===== src/rtl/div_unit.sv =====
// Execute-stage front end for the 64-bit unsigned iterative divider core (RV64M DIV/REM and W variants).
// Latency: 68 cycles accept-to-out_valid on the core path, 1 cycle for divide-by-zero / signed overflow.
// Backpressure: in_ready only in IDLE; the result is held in DONE until out_ready; flush aborts anything in flight.
module div_unit #(
  parameter int DIV_LATENCY = 65
) (
  input  logic          clk,
  input  logic          reset,
  input  logic          flush,
  input  logic          in_valid,
  output logic          in_ready,
  input  logic [1:0]    op,
  input  logic          is_word,
  input  logic [63:0]   a,
  input  logic [63:0]   b,
  output logic          out_valid,
  input  logic          out_ready,
  output logic [63:0]   out_data,
  output logic          div_valid,
  output logic [63:0]   div_a,
  output logic [63:0]   div_b,
  input  logic [127:0]  div_c
);

  typedef enum logic [1:0] {IDLE, BUSY, FIX, DONE} state_t;

  localparam logic [6:0] LAT = 7'(DIV_LATENCY);

  state_t        state, state_nx;
  logic [6:0]    cnt;
  logic          neg_q, neg_r, rem_op, word_op;
  logic [127:0]  cap;

  // Accept-time decode
  logic          accept, sgn, sa, sb, b_zero, ovf, special;
  logic [63:0]   ea, eb, ma, mb, min_val, spec_q, spec_r, spec_res;
  // Fix-up datapath
  logic [63:0]   fq, fr, fix_res;

  // W results always take bit 31 as the sign, for signed and unsigned ops alike.
  function automatic logic [63:0] wfix(input logic w, input logic [63:0] v);
    return w ? {{32{v[31]}}, v[31:0]} : v;
  endfunction

  // Outputs come from state only, so no input reaches an output combinationally.
  assign in_ready  = (state == IDLE);
  assign out_valid = (state == DONE);
  assign div_valid = (state == BUSY);

  assign accept = (state == IDLE) && in_valid && !flush;

  // Operand extension, magnitudes and special-case detection for a request in IDLE.
  always_comb begin
    sgn = ~op[0];
    ea  = a;
    eb  = b;
    if (is_word) begin
      ea = sgn ? {{32{a[31]}}, a[31:0]} : {32'd0, a[31:0]};
      eb = sgn ? {{32{b[31]}}, b[31:0]} : {32'd0, b[31:0]};
    end
    sa       = sgn & ea[63];
    sb       = sgn & eb[63];
    ma       = sa ? (~ea + 64'd1) : ea;
    mb       = sb ? (~eb + 64'd1) : eb;
    min_val  = is_word ? 64'hFFFF_FFFF_8000_0000 : 64'h8000_0000_0000_0000;
    b_zero   = (eb == 64'd0);
    ovf      = sgn && (ea == min_val) && (eb == '1);
    special  = b_zero || ovf;
    spec_q   = b_zero ? '1 : min_val;
    spec_r   = b_zero ? ea : 64'd0;
    spec_res = wfix(is_word, op[1] ? spec_r : spec_q);
  end

  // Sign restoration and result selection from the captured core output.
  always_comb begin
    fq      = neg_q ? (~cap[63:0] + 64'd1) : cap[63:0];
    fr      = neg_r ? (~cap[127:64] + 64'd1) : cap[127:64];
    fix_res = wfix(word_op, rem_op ? fr : fq);
  end

  // State register.
  always_ff @(posedge clk) begin
    if (reset) state <= IDLE;
    else       state <= state_nx;
  end

  // Next-state logic; flush wins over everything else.
  always_comb begin
    state_nx = state;
    if (flush) begin
      state_nx = IDLE;
    end else begin
      case (state)
        IDLE: if (in_valid) state_nx = special ? DONE : BUSY;
        BUSY: if (cnt == LAT) state_nx = FIX;
        FIX:  state_nx = DONE;
        DONE: if (out_ready) state_nx = IDLE;
        default: state_nx = IDLE;
      endcase
    end
  end

  // Cycle counter measuring how long the core has seen div_valid.
  always_ff @(posedge clk) begin
    if (reset || flush)     cnt <= 7'd0;
    else if (state == BUSY) cnt <= (cnt == LAT) ? 7'd0 : cnt + 7'd1;
  end

  // Operand and operation registers, loaded only at accept so the core sees stable inputs.
  always_ff @(posedge clk) begin
    if (reset) begin
      div_a   <= 64'd0;
      div_b   <= 64'd0;
      neg_q   <= 1'b0;
      neg_r   <= 1'b0;
      rem_op  <= 1'b0;
      word_op <= 1'b0;
    end else if (accept) begin
      div_a   <= ma;
      div_b   <= mb;
      neg_q   <= sa ^ sb;
      neg_r   <= sa;
      rem_op  <= op[1];
      word_op <= is_word;
    end
  end

  // Capture the core result on the single cycle it is guaranteed correct.
  always_ff @(posedge clk) begin
    if (reset)                                      cap <= 128'd0;
    else if (state == BUSY && cnt == LAT && !flush) cap <= div_c;
  end

  // Result register: special cases at accept, core results during FIX.
  always_ff @(posedge clk) begin
    if (reset)                         out_data <= 64'd0;
    else if (accept && special)        out_data <= spec_res;
    else if (state == FIX && !flush)   out_data <= fix_res;
  end

endmodule

===== config.mk =====
export PLATFORM = sky130hd
export DESIGN_NAME = div_unit
export DESIGN_NICKNAME = d
export VERILOG_FILES = /design/src/rtl/div_unit.sv
export SDC_FILE = /design/constraint.sdc
export NUM_CORES = 1
export LEC_CHECK = 0
export CORE_UTILIZATION = 51
export DETAILED_ROUTE_END_ITERATION = 12
export PLACE_DENSITY = 0.81
export SYNTH_ARGS = -nofsm -noshare
export SYNTH_HDL_FRONTEND = slang
export SYNTH_SLANG_ARGS = --single-unit

===== constraint.sdc =====
create_clock -name clk -period 4.12 [get_ports clk]
set_clock_uncertainty 0.1 [all_clocks]
set_input_delay 0.824 -clock clk [delete_from_list [all_inputs] [get_ports clk]]
set_output_delay 0.824 -clock clk [all_outputs]
set_load 0.005 [all_outputs]

==> flow_summary.yaml, run 1 <==
floorplan:
  io_pins: 459
  start_util_pct: 51.7
  core_area_um2: 38600
  full_die_area_um2: 40000
  core.rowCount: 72
  fp.dieH_um: 200
  die_width_um: 200
worst_setup_path:
  critPathSlowestCell: "sky130_fd_sc_hd__or4b_1"
  worst_setup_path_start_kind: "flip-flop"
  required_ns: 4.48
  critPathTopFamily: "simple AND/OR/NAND/NOR gates"
  path_buf_inv: 0
  crit_chain: "or4_4 > or4b_1 > or3_1 > o41ai_1 > xor2_1 > o22ai_1 > o21ai_1 > o21ai_1"
  worstPathArrival_ns: 4.05
  worst_setup_ep_type: "flip-flop"
  cp_max_fo: 15
  critical-path-top-cell-by-count: "sky130_fd_sc_hd__o21ai_1"
  critical_path_class: "flip-flop to flip-flop"
  crit_path_max_incr_delay_ns: 0.67
placement:
  placed_area_um2: 25800
  gp_congestion: 1.06
  numPlacedInstances: 3666
  dpl_worst_slack_ns: -0.0653
  place.port_buffers: 458
  detailed_place_hpwl_um: 63200
timing:
  finalMaxSlewViolations: 0
  grt_setup_unrepaired: "no"
  finalCritPeriodShare_pct: 89.4
  finalSetupTns_ns: 0
  setup_viol_count_final: 0
  worst_pin_slew_ns: 1.11
  timing.final.hold_violations: 0
  slew_headroom_pct: 25.5
  timing.final.ws_setup_ns: 0.436
  worst_hold_slack_ns: 0.353
  final.min_clock_period_ns: 3.68
  fmax_mhz: 271
power:
  ir_worst_vdd_uv: 332
  finalPower_mw: 8.72
  power_density_nw_per_um2: 320
  power.static_leakage_nw: 10.1
cts:
  cts_htree_levels: 2
  cts_root_buf: "sky130_fd_sc_hd__clkbuf_16"
  cts_tree: "done"
  post_cts_resize_count: 0
  cts_max_path_bufs: 3
  tritoncts_num_sinks: 333
  cts.clk_slew.worst_paths_ns: 0.06
  cts_buffers: 37
  clock_latency_ns: 0.58
  ctsHoldBuffers: 0
  postCtsSetupBuffers: 0
routing:
  detailed_routing_iterations_pass_1: 8
  initialDrtViolationCount: 2183
  vias: 22880
  route.detailed.drc: 0
  totalWireLength_um: 82000
  routed_via_density: 6.12
  detail-route-antenna-nets: 0
  wl_cell_um: 21.9
grt:
  grt_util_all_layers_pct: 39.9
  first_global_vias: 21572
  antenna_found_initial: 3
  grt_pass1_wl_um: 123000
  grt_start_max_net_pins: 92
  globalRoute.totalOverflow: 0
flow_run:
  maxCapViolations: 0
synthesis:
  synth_top_cell_by_area: "sky130_fd_sc_hd__dfxtp_1"
  synthCells: 2723
  compound_gate_fraction_of_synth_area_pct: 26.2
  dominant_combinational_cell_family_by_area_after_synthesis: "compound AO/OA/AOI/OAI gates"
  postSynth.asyncResetShare_pct: 0
  postSynthRegisterBits: 333
  synth_mux_area_share_pct: 0.307
  synth_simple_gate_area_share_pct: 23.6
  post_synth_xor_area_fraction_pct: 10.6
  yosysWarningCount: 0
  synth-edff-count: 0
  synth.area.top_cells: "sky130_fd_sc_hd__dfxtp_1, sky130_fd_sc_hd__nand2_1, sky130_fd_sc_hd__a21oi_1, sky130_fd_sc_hd__xor2_1, sky130_fd_sc_hd__o21ai_0"
  seq_area_frac_synth_pct: 33.4
  synth_fp_nets: 2998
  synth_top_area_share_pct: 33.4
  synth_ff_type: "sky130_fd_sc_hd__dfxtp_1"
  netlist_area_pre_place_um2: 20000
  ys_types: 82
  avgSynthCellArea_um2: 7.34
  post_synth_fa_ha_maj_area_fraction_pct: 0.689
cells_and_area:
  multi_input_area_um2: 12300
  drive_above_1_share_pct: 9.15
  layout.cells.non_filler: 3736
  fillerInstances: 3111
  finalNetCount: 3462
  sequential_cell_area_um2: 6670
  final_area_um2: 27200
  area_growth_pct: 36.3
  postLayoutCoreUtil_pct: 70.5
worst_hold_path:
  hp-class: "flip-flop to flip-flop"
outcome:
  run_status: "finished clean"
[placed cells by master (no fill, tap or decap), drive strengths merged, types with 6 or more instances in the layout]
cell / instances
and4: 6
or4: 40
bufinv: 10
or3: 22
nor4: 60
xor2: 153
nand4: 40
clkbuf: 46
o22ai: 31
nand2b: 13
xnor2: 90
nand3: 25
o41ai: 41
o21a: 6
nand2: 507
dfxtp: 333
inv: 58
a41oi: 6
or2: 17
or4b: 6
nor3: 49
nor2: 190
a31oi: 18
a211oi: 77
buf: 177
o211ai: 9
nor2b: 8
o31ai: 72
a311oi: 6
nor3b: 6
a21oi: 290
o32ai: 11
clkdlybuf4s50: 456
ha: 11
o21ai: 253
[kinds of logic (layout without fill, tap and decap cells)]
family | count (synthesis) | count (layout)
DFF | 333 | 333
AOI/OAI and AO/OA | 858 | 858
buffers and inverters | 263 | 754
xor gates and xnor gates | 243 | 243
other | 0 | 4
muxes | 6 | 6
adders and majority gates | 11 | 11
and+or+nand+nor | 1009 | 1009
[routing by layer]
metal,routed length [um],GRT usage (%),share of wire (%),vias to the layer above
met5,0,0,0,-
met3,7600,7.90,9.3,273
met2,38000,65.1,46,1293
li1,-,-,-,10659
met4,5330,26.3,6.5,0
met1,31100,47.8,38,10655
[registers in the layout, summed over array words and instances, names as in the netlist]
signal and count:
cap 128, cnt 7, div_a 64, div_b 64, neg_q 1, neg_r 1
out_data 64, rem_op 1, state 2, word_op 1
[power by group]
part	total [mW]	switching (mW)	internal, mW
clock network	3.86	1.47	2.39
logic	1.45	0.751	0.696
registers	3.41	0.0807	3.33
total	8.72	2.30	6.42
[area by class of cell]
cell class | count | area share (%)
Sequential cell | 333 | 24.5
Clock inverter | 20 | 1.37
Multi-Input combinational cell | 2127 | 45.3
Inverter | 55 | 0.758
Timing Repair Buffer | 633 | 22.0
Antenna cell | 4 | 0.0368
Tap cell | 518 | 2.38
Clock buffer | 46 | 3.74
[Yosys cell counts (all sizes together) (8+ instances only)]
cell type	count
nor2	190
o21ai	253
nor3	49
or2	17
xnor2	90
nor2b	8
xor2	153
or4	40
clkbuf	176
nand4	40
o211ai	9
o41ai	41
o31ai	72
nand2b	13
o22ai	31
inv	55
a21oi	290
dfxtp	333
a31oi	18
ha	11
buf	32
nand2	507
or3	22
nor4	60
nand3	25
a211oi	77
o32ai	11
[worst register-to-register path, stage by stage, from the launching register on]
cell and delay (ns):
sky130_fd_sc_hd__dfxtp_1 0.35, sky130_fd_sc_hd__or4_4 0.57, sky130_fd_sc_hd__or4b_1 0.67, sky130_fd_sc_hd__or3_1 0.65, sky130_fd_sc_hd__o41ai_1 0.50, sky130_fd_sc_hd__xor2_1 0.23
sky130_fd_sc_hd__o22ai_1 0.16, sky130_fd_sc_hd__o21ai_1 0.25, sky130_fd_sc_hd__o21ai_1 0.09
[final timing paths]
check             slack (ns)  depth (start not counted)                   start                         to
setup / recovery        0.44                          8    cap[64]$_SDFFE_PP0P_  out_data[35]$_SDFFE_PP0P_
hold / removal          0.35                          2  div_b[32]$_SDFFE_PP0P_     div_b[32]$_SDFFE_PP0P_
setup reg to reg        0.44                          8    cap[64]$_SDFFE_PP0P_  out_data[35]$_SDFFE_PP0P_
hold reg to reg         0.35                          2  div_b[32]$_SDFFE_PP0P_     div_b[32]$_SDFFE_PP0P_
(Power assumes the default switching activity.)
==> run 2: changes to the inputs <==
--- a/config.mk
+++ b/config.mk
@@ -6,6 +6,7 @@
 export NUM_CORES = 1
 export LEC_CHECK = 0
 export CORE_UTILIZATION = 51
+export CTS_CLUSTER_SIZE = 40
 export DETAILED_ROUTE_END_ITERATION = 12
 export PLACE_DENSITY = 0.81
 export SYNTH_ARGS = -nofsm -noshare
==> run 2 against run 1 <==
Sequential power about the same. Utilization decreased by 0.084 points. Register-to-register slack got worse by 0.07 ns. Clock power decreased by 2%. Largest power group unchanged. Critical path depth unchanged. Design area decreased by 0.12%. Cell count about the same. Highest routed layer unchanged. Count of clock-buffer cells in the layout unchanged. Sequential share of layout area about the same. Combinational power about the same.
==> flow_summary.yaml, run 2 (synthesis gave the netlist of run 1 again) <==
outcome:
  run_status: "finished clean"
worst_setup_path:
  worst_setup_ep_type: "flip-flop"
  required_ns: 4.47
  crit_chain: "or4_4 > or4b_1 > or3_1 > o41ai_1 > xor2_1 > o22ai_1 > o21ai_1 > o21ai_1"
  timing.rr.end: "out_data[35]$_SDFFE_PP0P_"
  critical_path_class: "flip-flop to flip-flop"
  timing.reg2reg.setup_slack_ns: 0.37
  timing.reg2reg.worst_path_depth: 8
  critPathLaunch: "cap[64]$_SDFFE_PP0P_"
  worstPathArrival_ns: 4.10
  path_buf_inv: 0
  cp_max_fo: 15
  critPathTopFamily: "simple AND/OR/NAND/NOR gates"
  critical-path-top-cell-by-count: "sky130_fd_sc_hd__o21ai_1"
  setup.worst_path.end: "out_data[35]$_SDFFE_PP0P_"
  path_depth: 8
  critPathSlowestCell: "sky130_fd_sc_hd__or4b_1"
  critical_path.reg2reg.startpoint: "cap[64]$_SDFFE_PP0P_"
  crit_path_max_incr_delay_ns: 0.67
  worst_setup_path_start_kind: "flip-flop"
power:
  power.share.sequential_pct: 39.5
  comb_power_share_pct: 16.8
  power.internal_mw: 6.34
  finalPower_mw: 8.63
  power.static_leakage_nw: 10.0
  p_clk_share_pct: 43.7
  power.switching_fraction_pct: 26.5
  netSwitchingPower_mw: 2.28
  ir_worst_vdd_uv: 332
  power_density_nw_per_um2: 317
routing:
  detailed_routing_iterations_pass_1: 6
  wl_cell_um: 21.9
  totalWireLength_um: 82000
  routed_via_density: 6.14
  initialDrtViolationCount: 2230
  detail-route-antenna-nets: 0
  vias: 22948
  route.detailed.drc: 0
cells_and_area:
  postLayoutCoreUtil_pct: 70.4
  max_flop_register: "cap"
  sequential_cell_area_um2: 6670
  largest_reg_flops: 128
  layout_common_cells: "sky130_fd_sc_hd__nand2_1, sky130_fd_sc_hd__clkdlybuf4s50_1, sky130_fd_sc_hd__dfxtp_1"
  fillerInstances: 3107
  final_area_um2: 27200
  final_common_cell: "sky130_fd_sc_hd__nand2_1"
  multi_input_area_um2: 12300
  area_growth_pct: 36.1
  drive_above_1_share_pct: 9.12
  finalNetCount: 3462
timing:
  worst_pin_slew_ns: 1.10
  setup_viol_count_final: 0
  timing.final.hold_violations: 0
  grt_setup_unrepaired: "no"
  worst_hold_slack_ns: 0.354
  slew_headroom_pct: 26.4
  final.min_clock_period_ns: 3.75
  fmax_mhz: 267
  finalSetupTns_ns: 0
  finalCritPeriodShare_pct: 91.1
  finalMaxSlewViolations: 0
floorplan:
  core_area_um2: 38600
  fp.dieH_um: 200
  die_width_um: 200
  core.rowCount: 72
  full_die_area_um2: 40000
  start_util_pct: 51.7
  io_pins: 459
worst_hold_path:
  hp-class: "flip-flop to flip-flop"
  hold-path-cell-count: 2
flow_run:
  maxCapViolations: 0
cts:
  cts_root_buf: "sky130_fd_sc_hd__clkbuf_16"
  cts_buffers: 37
  cts_tree: "done"
  tritoncts_num_sinks: 333
  post_cts_resize_count: 0
  ctsHoldBuffers: 0
  cts.clk_slew.worst_paths_ns: 0.06
  clock_latency_ns: 0.56
  postCtsSetupBuffers: 0
  cts_htree_levels: 2
  cts_max_path_bufs: 3
placement:
  placed_area_um2: 25800
  gp_congestion: 1.06
  detailed_place_hpwl_um: 63200
  place.port_buffers: 458
grt:
  antenna_found_initial: 3
  grt_start_max_net_pins: 92
  gr_met3_demand_resource_pct: 6.74
  grt_pass1_wl_um: 123000
  globalRoute.totalOverflow: 0
  first_global_vias: 21556
  met2_usage_pct: 65.2
  grt_util_all_layers_pct: 39.9
  gr-max-usage-layer: "met2"
  use_met1_pct: 48.1
[run 2: cell types whose count changed in the layout (fill, tap and decap cells not counted)]
cell	change
sky130_fd_sc_hd__clkbuf_1	+1
sky130_fd_sc_hd__bufinv_16	-1
sky130_fd_sc_hd__clkinv_2	+1
sky130_fd_sc_hd__diode_2	-1
sky130_fd_sc_hd__inv_8	-1
sky130_fd_sc_hd__clkinv_8	+1
sky130_fd_sc_hd__clkbuf_8	-1
[run 2: power groups by stage]
stage / Combinational (mW) / Clock (mW) / Sequential, mW
final: 1.45 / 3.77 / 3.41
after detailed placement: 1.41 / 0 / 3.48
after global routing: 1.55 / 3.92 / 3.42
after global placement: 1.40 / 0 / 3.47
after floorplan: 0.583 / 0 / 3.46
after CTS: 1.42 / 3.79 / 3.41
[run 2: final cells by class]
type | count | area share [%]
clock buffer | 46 | 3.71
inverter | 55 | 0.759
timing repair buffer | 633 | 22.0
sequential | 333 | 24.5
clock inverter | 20 | 1.30
antenna | 3 | 0.0276
multi-input combinational | 2127 | 45.3
tap | 518 | 2.38
[run 2: metal layers]
| metal | share of wire, % | wire length, um | vias to the layer above |
|---|---|---|---|
| met5 | 0 | 0 | - |
| met4 | 6.7 | 5500 | 0 |
| met3 | 8.6 | 7080 | 275 |
| met2 | 46 | 37900 | 1310 |
| met1 | 38 | 31500 | 10716 |
| li1 | - | - | 10647 |
[run 2: worst register-to-register path, stage by stage, from the launching register on]
cell,delay (ns)
sky130_fd_sc_hd__dfxtp_1,0.35
sky130_fd_sc_hd__or4_4,0.58
sky130_fd_sc_hd__or4b_1,0.67
sky130_fd_sc_hd__or3_1,0.65
sky130_fd_sc_hd__o41ai_1,0.49
sky130_fd_sc_hd__xor2_1,0.24
sky130_fd_sc_hd__o22ai_1,0.14
sky130_fd_sc_hd__o21ai_1,0.30
sky130_fd_sc_hd__o21ai_1,0.11
[run 2: worst min path at each step]
stage | from | endpoint | slack [ns]
after floorplan | div_b[63]$_SDFFE_PP0P_ | div_b[63]$_SDFFE_PP0P_ | 0.34
after global placement | div_b[63]$_SDFFE_PP0P_ | div_b[63]$_SDFFE_PP0P_ | 0.34
after detailed placement | div_a[33]$_SDFFE_PP0P_ | div_a[33]$_SDFFE_PP0P_ | 0.34
after CTS | div_a[33]$_SDFFE_PP0P_ | div_a[33]$_SDFFE_PP0P_ | 0.35
after global routing | div_a[33]$_SDFFE_PP0P_ | div_a[33]$_SDFFE_PP0P_ | 0.37
final | div_b[54]$_SDFFE_PP0P_ | div_b[54]$_SDFFE_PP0P_ | 0.35
[run 2: stage by stage]
stage	worst slack, ns	instances
2_1_floorplan	0.556	2723
3_3_place_gp	-0.0203	3666
3_5_place_dp	-0.0653	3666
4_1_cts	0.416	3732
5_1_grt	0.222	3735
6_report	0.368	3735
